**config.mk**
```make
export PLATFORM = sky130hd
export DESIGN_NAME = approx_mul_pipe
export DESIGN_NICKNAME = d
export VERILOG_FILES = /design/src/rtl/approx_mul_pipe.sv
export SDC_FILE = /design/constraint.sdc
export NUM_CORES = 1
export LEC_CHECK = 0
export ABC_AREA = 0
export ABC_CLOCK_PERIOD_IN_PS = 7250
export CORE_UTILIZATION = 60
export CTS_CLUSTER_SIZE = 28
export DETAILED_ROUTE_END_ITERATION = 12
export PLACE_DENSITY = 0.83
export SLEW_MARGIN = 10
export SYNTH_ARGS = -nofsm -noshare
export SYNTH_HDL_FRONTEND = slang
export SYNTH_SLANG_ARGS = --single-unit
export TNS_END_PERCENT = 50
```
**constraint.sdc**
```tcl
create_clock -name clk -period 7.25 [get_ports clk]
set_input_delay 1.0875 -clock clk [delete_from_list [all_inputs] [get_ports clk]]
set_output_delay 1.0875 -clock clk [all_outputs]
set_load 0.01 [all_outputs]
```
**src/rtl/approx_mul_pipe.sv**
```systemverilog
`default_nettype none
// ============================================================================
// Module      : approx_mul_pipe
// Description : Pipelined NxN approximate multiplier built from row-pair
//               half-adder arrays with per-cell runtime mode, plus on-line
//               absolute-error statistics against the exact product.
// Revision    : 1.0 - initial release
// ============================================================================
module approx_mul_pipe #(
    parameter  int N     = 8,
    parameter  int ACC_W = 32,
    parameter  int CNT_W = 16,
    localparam int CELLS = (N / 2) * (N - 1),
    localparam int AW    = $clog2(CELLS)
) (
    input  logic               clk,
    input  logic               rst_n,
    input  logic               in_valid,
    output logic               in_ready,
    input  logic [N-1:0]       x,
    input  logic [N-1:0]       y,
    output logic               out_valid,
    input  logic               out_ready,
    output logic [2*N-1:0]     prod,
    input  logic               cfg_wr,
    input  logic [AW-1:0]      cfg_addr,
    input  logic [1:0]         cfg_mode,
    input  logic               stat_clr,
    output logic [ACC_W-1:0]   err_acc,
    output logic [CNT_W-1:0]   err_cnt
);

    localparam int c_PAIRS = N / 2;
    localparam int c_SW    = ((ACC_W > 2 * N) ? ACC_W : 2 * N) + 1;

    logic [1:0]       r_mode [CELLS];
    logic [N:0]       w_t    [c_PAIRS];
    logic [N-2:0]     w_b    [c_PAIRS];
    logic [2*N-1:0]   w_exact;

    logic             r_s1_valid;
    logic [N:0]       r_s1_t [c_PAIRS];
    logic [N-2:0]     r_s1_b [c_PAIRS];
    logic [2*N-1:0]   r_s1_exact;
    logic [2*N-1:0]   w_prod;

    logic             r_s2_valid;
    logic [2*N-1:0]   r_s2_prod;
    logic [2*N-1:0]   r_s2_exact;

    logic             w_s1_adv;
    logic             w_hs;
    logic [2*N-1:0]   w_err;
    logic [c_SW-1:0]  w_acc_sum;
    logic [ACC_W-1:0] r_acc;
    logic [CNT_W-1:0] r_cnt;

    assign w_exact = (2 * N)'(x) * (2 * N)'(y);

    // Each pair folds rows x[2k] and x[2k+1] through a line of N-1 HA cells.
    generate
        for (genvar k = 0; k < c_PAIRS; k++) begin : g_pair
            logic [N:0]   w_tp;
            logic [N-2:0] w_bp;
            logic         w_a, w_bb, w_s, w_c;

            always_comb begin
                w_tp    = '0;
                w_bp    = '0;
                w_a     = 1'b0;
                w_bb    = 1'b0;
                w_s     = 1'b0;
                w_c     = 1'b0;
                w_tp[0] = y[0] & x[2*k];
                for (int i = 0; i < N - 1; i++) begin
                    w_a  = y[i+1] & x[2*k];
                    w_bb = y[i] & x[2*k+1];
                    case (r_mode[k*(N-1)+i])
                        2'b00:   begin w_s = w_a ^ w_bb; w_c = w_a & w_bb; end
                        2'b01:   begin w_s = w_a | w_bb; w_c = 1'b0;       end
                        2'b10:   begin w_s = 1'b0;       w_c = w_a;        end
                        default: begin w_s = 1'b0;       w_c = 1'b0;       end
                    endcase
                    w_tp[i+1] = w_s;
                    if (i == N - 2) w_tp[N] = w_c;
                    else            w_bp[i] = w_c;
                end
                w_bp[N-2] = y[N-1] & x[2*k+1];
            end

            assign w_t[k] = w_tp;
            assign w_b[k] = w_bp;
        end
    endgenerate

    always_ff @(posedge clk or negedge rst_n) begin
        if (!rst_n) begin
            for (int j = 0; j < CELLS; j++) r_mode[j] <= 2'b00;
        end else if (cfg_wr && (32'(cfg_addr) < CELLS)) begin
            r_mode[cfg_addr] <= cfg_mode;
        end
    end

    assign w_s1_adv = !r_s2_valid || out_ready;
    assign in_ready = !r_s1_valid || w_s1_adv;

    always_ff @(posedge clk or negedge rst_n) begin
        if (!rst_n) begin
            r_s1_valid <= 1'b0;
            r_s1_exact <= '0;
            for (int k = 0; k < c_PAIRS; k++) begin
                r_s1_t[k] <= '0;
                r_s1_b[k] <= '0;
            end
        end else begin
            if (in_ready) r_s1_valid <= in_valid;
            if (in_valid && in_ready) begin
                r_s1_exact <= w_exact;
                for (int k = 0; k < c_PAIRS; k++) begin
                    r_s1_t[k] <= w_t[k];
                    r_s1_b[k] <= w_b[k];
                end
            end
        end
    end

    // Modulo-2^2N accumulation gives the required truncation for free.
    always_comb begin
        w_prod = '0;
        for (int k = 0; k < c_PAIRS; k++) begin
            w_prod = w_prod + ((2 * N)'(r_s1_t[k]) << (2 * k))
                            + ((2 * N)'(r_s1_b[k]) << (2 * k + 2));
        end
    end

    always_ff @(posedge clk or negedge rst_n) begin
        if (!rst_n) begin
            r_s2_valid <= 1'b0;
            r_s2_prod  <= '0;
            r_s2_exact <= '0;
        end else if (w_s1_adv) begin
            r_s2_valid <= r_s1_valid;
            if (r_s1_valid) begin
                r_s2_prod  <= w_prod;
                r_s2_exact <= r_s1_exact;
            end
        end
    end

    assign w_hs      = r_s2_valid && out_ready;
    assign w_err     = (r_s2_exact >= r_s2_prod) ? (r_s2_exact - r_s2_prod)
                                                 : (r_s2_prod - r_s2_exact);
    assign w_acc_sum = c_SW'(r_acc) + c_SW'(w_err);

    always_ff @(posedge clk or negedge rst_n) begin
        if (!rst_n) begin
            r_acc <= '0;
            r_cnt <= '0;
        end else if (stat_clr) begin
            r_acc <= '0;
            r_cnt <= '0;
        end else if (w_hs) begin
            r_acc <= (w_acc_sum > c_SW'({ACC_W{1'b1}})) ? {ACC_W{1'b1}}
                                                        : w_acc_sum[ACC_W-1:0];
            if (r_cnt != {CNT_W{1'b1}}) r_cnt <= r_cnt + CNT_W'(1);
        end
    end

    assign out_valid = r_s2_valid;
    assign prod      = r_s2_prod;
    assign err_acc   = r_acc;
    assign err_cnt   = r_cnt;

endmodule
`default_nettype wire
```
==> flow_summary.json, run 1 <==
{
  "wl_per_cell_um": 18.3,
  "syn_area_per_cell_um2": 9.91,
  "fill_cells": 1864,
  "worstHoldEndpoint": "r_s1_exact[2]",
  "finalHoldViolations": 0,
  "rows": 58,
  "post_route_cells_drive_above_1_share_pct": 9.03,
  "grt_pass1_vias": 11900,
  "first_pass_iters": 6,
  "path_clk_slew_ps": 60,
  "clkSinkCount": 216,
  "post-synth-top-area-cell": "sky130_fd_sc_hd__dfrtp_1",
  "fin_tns_setup_ps": 0,
  "run_status": "finished, final reports clean",
  "synth_largest_type_area_fraction_pct": 34.4,
  "clock_skew_ps": 12.0,
  "totalPowerFinal_mw": 7.35,
  "antenna_left": 0,
  "global_route.usage.total_pct": 27.8,
  "antenna_cells_inserted": 0,
  "clock_tree.buffer_depth": 3,
  "multiInputGateArea_um2": 9440,
  "routed_wirelength_um": 36400,
  "floorplan.core_area_um2": 25500,
  "grt_first_pass_wirelength_um": 59400,
  "worst_path_cell_chain": "inv_1 > ha_1 > and4_4 > a21boi_1 > or4_4 > a21oi_4 > or2_1 > mux2i_1 > xor2_1 > ha_1 > a211o_1 > a211o_1 > a21oi_1 > o31a_1 > or2_1 > and2_1 > a311oi_1",
  "r2r_path_end": "err_acc[29]",
  "synth.yosys.seq_area_share_pct": 34.4,
  "synth.top_cells.by_area": "sky130_fd_sc_hd__dfrtp_1 34%, sky130_fd_sc_hd__ha_1 13%, sky130_fd_sc_hd__fa_1 9.5%",
  "antenna_found_initial": 0,
  "clockRootBuffer": "sky130_fd_sc_hd__clkbuf_16",
  "asyncSetResetFlopFracSynth_pct": 100,
  "critical_path_buf_inv_count": 1,
  "rsz0062_at_grt": "false",
  "netlist_area_um2": 15700,
  "critical_path_peak_fanout": 20,
  "worst-r2r-cell-count": 17,
  "tritoncts_clock_tree": "yes",
  "crit_path_end_kind": "flip-flop",
  "netlist_instances": 1587,
  "cp_num_cells": 17,
  "die_x_um": 164,
  "crit-reg2reg-launch": "prod[5]",
  "globalRouteOverflowTotal": 0,
  "worst_hold_slack_ps": 479,
  "power.leakage_nw": 8.85,
  "cp_top_family": "simple AND/OR/NAND/NOR gates",
  "vias": 11800,
  "max_cap_violations": 0,
  "pin_count": 95,
  "die_y_extent_um": 164,
  "synth.lib_cells_used.distinct": 78,
  "floorplan.initialDensity_pct": 61.7,
  "slew_viol_final": 0,
  "fin_nets": 1912,
  "worst_pin_slew_ps": 1050,
  "numPortBuffers": 94,
  "syn_nets": 1854,
  "yosys_register_bits": 216,
  "gpl.final_weighted_congestion": 0.894,
  "grt_start_max_net_pins": 79,
  "cp_data_required_time_ps": 7640,
  "fmax_ghz": 0.172,
  "dp_hpwl_um": 27000,
  "worst_hold_path.num_cells": 2,
  "yosys_warnings": 0,
  "cp.arrival_ps": 6200,
  "timing.final.setup_violations": 0,
  "ff2ff_setup_slack_ps": 1440,
  "post-cts-setup-buffer-count": 0,
  "synth_edf_count": 0,
  "cts_hold_buffers_added": 0,
  "placed_cells": 1948,
  "die_area_um2": 26900,
  "final_cells": 1992,
  "detail_route.drc_violations": 0,
  "dominantRegCellSynth": "sky130_fd_sc_hd__dfrtp_1",
  "cts-resized-gates": 0,
  "min_period_over_period_pct": 80.2,
  "final_period_minus_worst_setup_slack_ps": 5810,
  "vdd_ir_drop_max_uv": 473,
  "worst_path_largest_cell_delay_ps": 610,
  "crit_path_start_kind": "flip-flop",
  "timing.setup.critical_path_class": "reg2reg",
  "cts_htree_levels": 1,
  "p_per_area_nw_per_um2": 415,
  "hp-start": "r_s1_exact[2]",
  "worstSkewPairLatency_ps": 540,
  "worst_hold_path_type": "reg2reg",
  "area_delta_synth_final_pct": 12.6,
  "initialDrtViolationCount": 1011,
  "critical_path.slowest_cell": "sky130_fd_sc_hd__or2_1",
  "area.sequential_um2": 5410,
  "vias_per_cell": 5.94,
  "timing.max_slew.rel_slack_pct": 29.8,
  "cts_made_buffers": 25
}
[where the power goes]
part           leakage [nW]  switching, mW  internal, mW
combinational          5.61           2.35          1.95
sequential             2.81          0.240          1.46
clock                 0.430          0.528         0.826
[worst max-delay path by stage]
stage                       start        endpoint  slack (ps)
final                     prod[5]     err_acc[29]        1440
after global routing      prod[5]     err_acc[29]        1120
after CTS                 prod[5]     err_acc[29]        1450
after detailed placement     x[2]  r_s1_exact[12]        1340
after global placement       y[7]  r_s1_exact[12]        1490
after floorplan              x[0]  r_s1_exact[15]        2300
[per-layer routing]
metal / track usage [%] / vias up / wire (um)
met5: 0.189 / - / 0
met4: 11.2 / 0 / 1390
met3: 3.79 / 109 / 1970
met1: 35.6 / 5774 / 15400
li1: - / 5589 / -
met2: 47.6 / 365 / 17700
[synth_stat cells, types with 3 or more instances]
master                     instances
sky130_fd_sc_hd__nor3_1           20
sky130_fd_sc_hd__nor2b_1           4
sky130_fd_sc_hd__nand2_1         206
sky130_fd_sc_hd__buf_2             6
sky130_fd_sc_hd__o21ai_0          65
sky130_fd_sc_hd__a21o_1           36
sky130_fd_sc_hd__a21oi_1          55
sky130_fd_sc_hd__a211oi_1          9
sky130_fd_sc_hd__o21bai_1          5
sky130_fd_sc_hd__nand3b_1          5
sky130_fd_sc_hd__or3_1            14
sky130_fd_sc_hd__inv_1           153
sky130_fd_sc_hd__nand4_1          12
sky130_fd_sc_hd__a211o_1           3
sky130_fd_sc_hd__and3_1            7
sky130_fd_sc_hd__or4_1             7
sky130_fd_sc_hd__nand2b_1          7
sky130_fd_sc_hd__a31oi_1          10
sky130_fd_sc_hd__and4_1            7
sky130_fd_sc_hd__xor2_1           31
sky130_fd_sc_hd__nor2_1           78
sky130_fd_sc_hd__o21ai_1           6
sky130_fd_sc_hd__clkbuf_1         55
sky130_fd_sc_hd__mux2_2           82
sky130_fd_sc_hd__a211oi_2          3
sky130_fd_sc_hd__nand3_1          23
sky130_fd_sc_hd__and2_1           12
sky130_fd_sc_hd__o21a_1            5
sky130_fd_sc_hd__xnor2_1          24
sky130_fd_sc_hd__mux2i_1          60
sky130_fd_sc_hd__ha_1            163
sky130_fd_sc_hd__o211ai_1          3
sky130_fd_sc_hd__buf_1             4
sky130_fd_sc_hd__dfrtp_1         216
sky130_fd_sc_hd__fa_1             75
sky130_fd_sc_hd__nor3b_1           4
sky130_fd_sc_hd__o31ai_1          55
sky130_fd_sc_hd__a311oi_1          5
sky130_fd_sc_hd__a21boi_0          4
[sequential cells by signal, summed over array words and instances (netlist names), 15 cells and up]
name / count
r_mode: 56
r_s1_t: 36
err_acc: 32
r_s1_b: 28
err_cnt: 16
prod: 16
r_s1_exact: 15
r_s2_exact: 15
[tightest hold or removal path: cells and delay by family, from the launching register on]
| kind | cells | cell delay [ps] |
|---|---|---|
| simple gates | 2 | 110 |
| flops | 1 | 340 |
[layout by cell type (no fill, tap or decap), drive strengths merged, types with 5 or more instances in the layout]
master | netlist | layout
o31ai | 56 | 56
clkbuf | 55 | 34
nor2 | 78 | 78
nand2 | 206 | 206
o21a | 6 | 6
a31oi | 10 | 10
o21bai | 5 | 5
clkinv | 0 | 5
a21o | 38 | 38
fa | 75 | 75
and2 | 13 | 13
xnor2 | 24 | 24
clkdlybuf4s50 | 0 | 93
mux2i | 60 | 60
a21oi | 56 | 56
o21ai | 71 | 71
and4 | 9 | 9
dfrtp | 216 | 216
a211oi | 12 | 12
xor2 | 31 | 31
nand3 | 23 | 23
a21boi | 6 | 6
ha | 163 | 163
a311oi | 5 | 5
or4 | 8 | 8
buf | 15 | 8
nand4 | 12 | 12
mux2 | 82 | 82
or3 | 14 | 14
inv | 154 | 155
nand2b | 7 | 7
nand3b | 5 | 5
nor3 | 20 | 20
and3 | 7 | 7
[per-stage QoR]
stage | utilization [%] | setup WS, ps | area (um^2)
after floorplan | - | 2300 | 15700
after global placement | 66.1 | 1490 | 16800
after detailed placement | 66.1 | 1340 | 16800
after CTS | 69.5 | 1450 | 17700
after global routing | 69.5 | 1120 | 17700
final | 69.5 | 1440 | 17700
[area by class of cell]
cell class              instances  share of cell area (%)
flip-flops and latches        216                    30.5
clock buffers                  34                    4.01
repair buffers                101                    5.64
multi-input cells            1147                    53.3
inverters                     154                    3.27
clock inverters                10                   0.912
well taps                     330                    2.33
[logic make-up after synthesis]
logic type      count (synthesis)  share of synthesized area (%)
compound gates                293                           12.5
fa+ha+maj                     238                           22.5
buf+inv                       224                           5.64
xor+xnor                       55                           3.06
flops                         216                           34.4
simple gates                  419                           12.2
mux                           142                           9.69
(Power assumes the default switching activity.)
==> run 2: changes to the inputs <==
ABC_CLOCK_PERIOD_IN_PS = 4900   (was 7250)
CORE_UTILIZATION = 55   (was 60)
PLACE_DENSITY = 0.81   (was 0.83)
clock period = 4.9 ns   (was 7.25 ns; I/O delays follow)
==> flow_summary.json, run 2 (same netlist as run 1, synthesis figures left out) <==
{
  "max_cap_violations": 0,
  "power_frac_comb_pct": 61.4,
  "worst_hold_slack_ps": 219,
  "final_cells": 2171,
  "post_route_cells_drive_above_1_share_pct": 16.1,
  "grt_pass1_vias": 12500,
  "fin_nets": 2042,
  "die_area_um2": 29300,
  "clock_skew_ps": 23.8,
  "cts_made_buffers": 25,
  "worst_pin_slew_ps": 978,
  "clkSinkCount": 216,
  "antenna_left": 0,
  "p_per_area_nw_per_um2": 611,
  "vias_per_cell": 5.67,
  "pin_count": 95,
  "placed_cells": 2124,
  "power_switching_mw": 4.82,
  "die_y_extent_um": 171,
  "area_delta_synth_final_pct": 19.4,
  "clockRootBuffer": "sky130_fd_sc_hd__clkbuf_16",
  "critical_path_peak_fanout": 7,
  "postLayoutCoreUtil_pct": 67.2,
  "floorplan.core_area_um2": 27900,
  "antenna_found_initial": 1,
  "cellInternalPower_mw": 6.65,
  "timing.final.setup_violations": 0,
  "first_pass_iters": 5,
  "final_period_minus_worst_setup_slack_ps": 4780,
  "pwr-share-seq_pct": 21.9,
  "timing.setup.critical_path_class": "reg2reg",
  "routed_wirelength_um": 37800,
  "fin_tns_setup_ps": 0,
  "power.share.clock_pct": 16.7,
  "globalRouteOverflowTotal": 0,
  "final_cell_mix": "216 x sky130_fd_sc_hd__dfrtp_1, 205 x sky130_fd_sc_hd__nand2_1, 162 x sky130_fd_sc_hd__ha_1, 153 x sky130_fd_sc_hd__inv_1, 136 x sky130_fd_sc_hd__buf_4",
  "gpl.final_weighted_congestion": 0.950,
  "detail_route.drc_violations": 0,
  "wl_per_cell_um": 17.4,
  "global_route.usage.total_pct": 26.5,
  "cp.arrival_ps": 5190,
  "dpl-instance-area_um2": 17900,
  "totalPowerFinal_mw": 11.5,
  "numPortBuffers": 94,
  "stdcell_area_um2": 18800,
  "cp_data_required_time_ps": 5310,
  "vias": 12300,
  "finalHoldViolations": 0,
  "clock_tree.buffer_depth": 3,
  "crit_path_start_kind": "flip-flop",
  "grt_start_max_net_pins": 105,
  "min_period_over_period_pct": 97.6,
  "cts_htree_levels": 1,
  "rsz0062_at_grt": "true",
  "timing.max_slew.rel_slack_pct": 34.8,
  "vdd_ir_drop_max_uv": 359,
  "rows": 61,
  "worst_hold_path_type": "in2async",
  "slew_viol_final": 0,
  "regMostFlops": "r_mode",
  "grt_first_pass_wirelength_um": 62000,
  "cts_hold_buffers_added": 0,
  "switching_share_pct": 42.0,
  "die_x_um": 171,
  "run_status": "finished, final reports clean",
  "worstSkewPairLatency_ps": 540,
  "crit_path_end_kind": "flip-flop",
  "fmax_ghz": 0.209,
  "floorplan.initialDensity_pct": 56.3,
  "antenna_cells_inserted": 0,
  "power.leakage_nw": 9.50,
  "pre_cts_slack_ps": -446,
  "largest_register_ffs": 56,
  "tritoncts_clock_tree": "yes",
  "final_common_cell": "sky130_fd_sc_hd__dfrtp_1",
  "post-route-worst-setup-slack_ps": 118,
  "dp_hpwl_um": 28900,
  "path_clk_slew_ps": 60,
  "initialDrtViolationCount": 676
}
## run 2: cell count changes in the layout (fill, tap and decap cells not counted), moves of 2 or more
cell / delta
sky130_fd_sc_hd__or2_4: +2
sky130_fd_sc_hd__clkbuf_1: +2
sky130_fd_sc_hd__buf_4: +129
sky130_fd_sc_hd__clkdlybuf4s50_1: -4
sky130_fd_sc_hd__dlymetal6s2s_1: +4
sky130_fd_sc_hd__a21oi_1: -2
sky130_fd_sc_hd__or2_1: -2
## run 2: power by group through the flow
| stage | combinational [mW] | sequential, mW | clock (mW) |
|---|---|---|---|
| finish | 7.04 | 2.52 | 1.92 |
| global route | 7.76 | 2.57 | 2.02 |
| CTS | 6.89 | 2.51 | 1.95 |
| detailed placement | 6.75 | 2.54 | 0 |
| global placement | 6.54 | 2.51 | 0 |
| floorplan | 4.94 | 2.49 | 0 |
## run 2: worst paths after layout
path	start	endpoint	slack, ps	cells past startpoint
max in group asynchronous	rst_n	r_s1_exact[6]	3480	2
setup reg to reg	prod[3]	err_acc[13]	120	19
hold / removal	rst_n	err_acc[26]	220	1
min in group clk	r_s1_t[27]	r_s1_t[27]	470	2
setup / recovery	prod[3]	err_acc[13]	120	19
hold reg to reg	r_s1_t[27]	r_s1_t[27]	470	2
## run 2: metal layers
metal | part of all wire [%] | vias up | GRT usage, %
met2 | 49 | 344 | 46.3
met4 | 3.6 | 2 | 9.47
met3 | 5.2 | 96 | 3.93
li1 | - | 5833 | -
met5 | 0.021 | - | 0
met1 | 42 | 6031 | 33.3
## run 2: cell type report
cell class	instances	area, um^2
Clock buffer	36	717
Clock inverter	9	130
Fill cell	2118	9160
Inverter	154	578
Multi-Input combinational cell	1147	9490
Sequential cell	216	5410
Tap cell	378	473
Timing Repair Buffer	231	1990
## run 2: worst max-delay path, stage by stage, from the launching register on
cell,delay (ps)
sky130_fd_sc_hd__dfrtp_1,410
sky130_fd_sc_hd__inv_1,80
sky130_fd_sc_hd__ha_2,310
sky130_fd_sc_hd__a21oi_1,200
sky130_fd_sc_hd__a21boi_1,120
sky130_fd_sc_hd__or4_4,570
sky130_fd_sc_hd__a21oi_4,220
sky130_fd_sc_hd__or2_4,190
sky130_fd_sc_hd__mux2i_2,220
sky130_fd_sc_hd__xor2_1,120
sky130_fd_sc_hd__buf_4,160
sky130_fd_sc_hd__fa_1,420
sky130_fd_sc_hd__a21o_1,230
sky130_fd_sc_hd__a221oi_2,330
sky130_fd_sc_hd__a21oi_2,150
sky130_fd_sc_hd__a41oi_2,260
sky130_fd_sc_hd__buf_4,170
sky130_fd_sc_hd__a22o_1,160
sky130_fd_sc_hd__xor2_2,80
sky130_fd_sc_hd__a311oi_2,280
## run 2: timing repair
item                                    in CTS  in global routing
endpoints found under the hold margin        0                  0
setup buffers                                0                  2
pin swaps                                    0                  2
gates resized for setup                      3                 13
endpoints found under the setup margin       8                 29
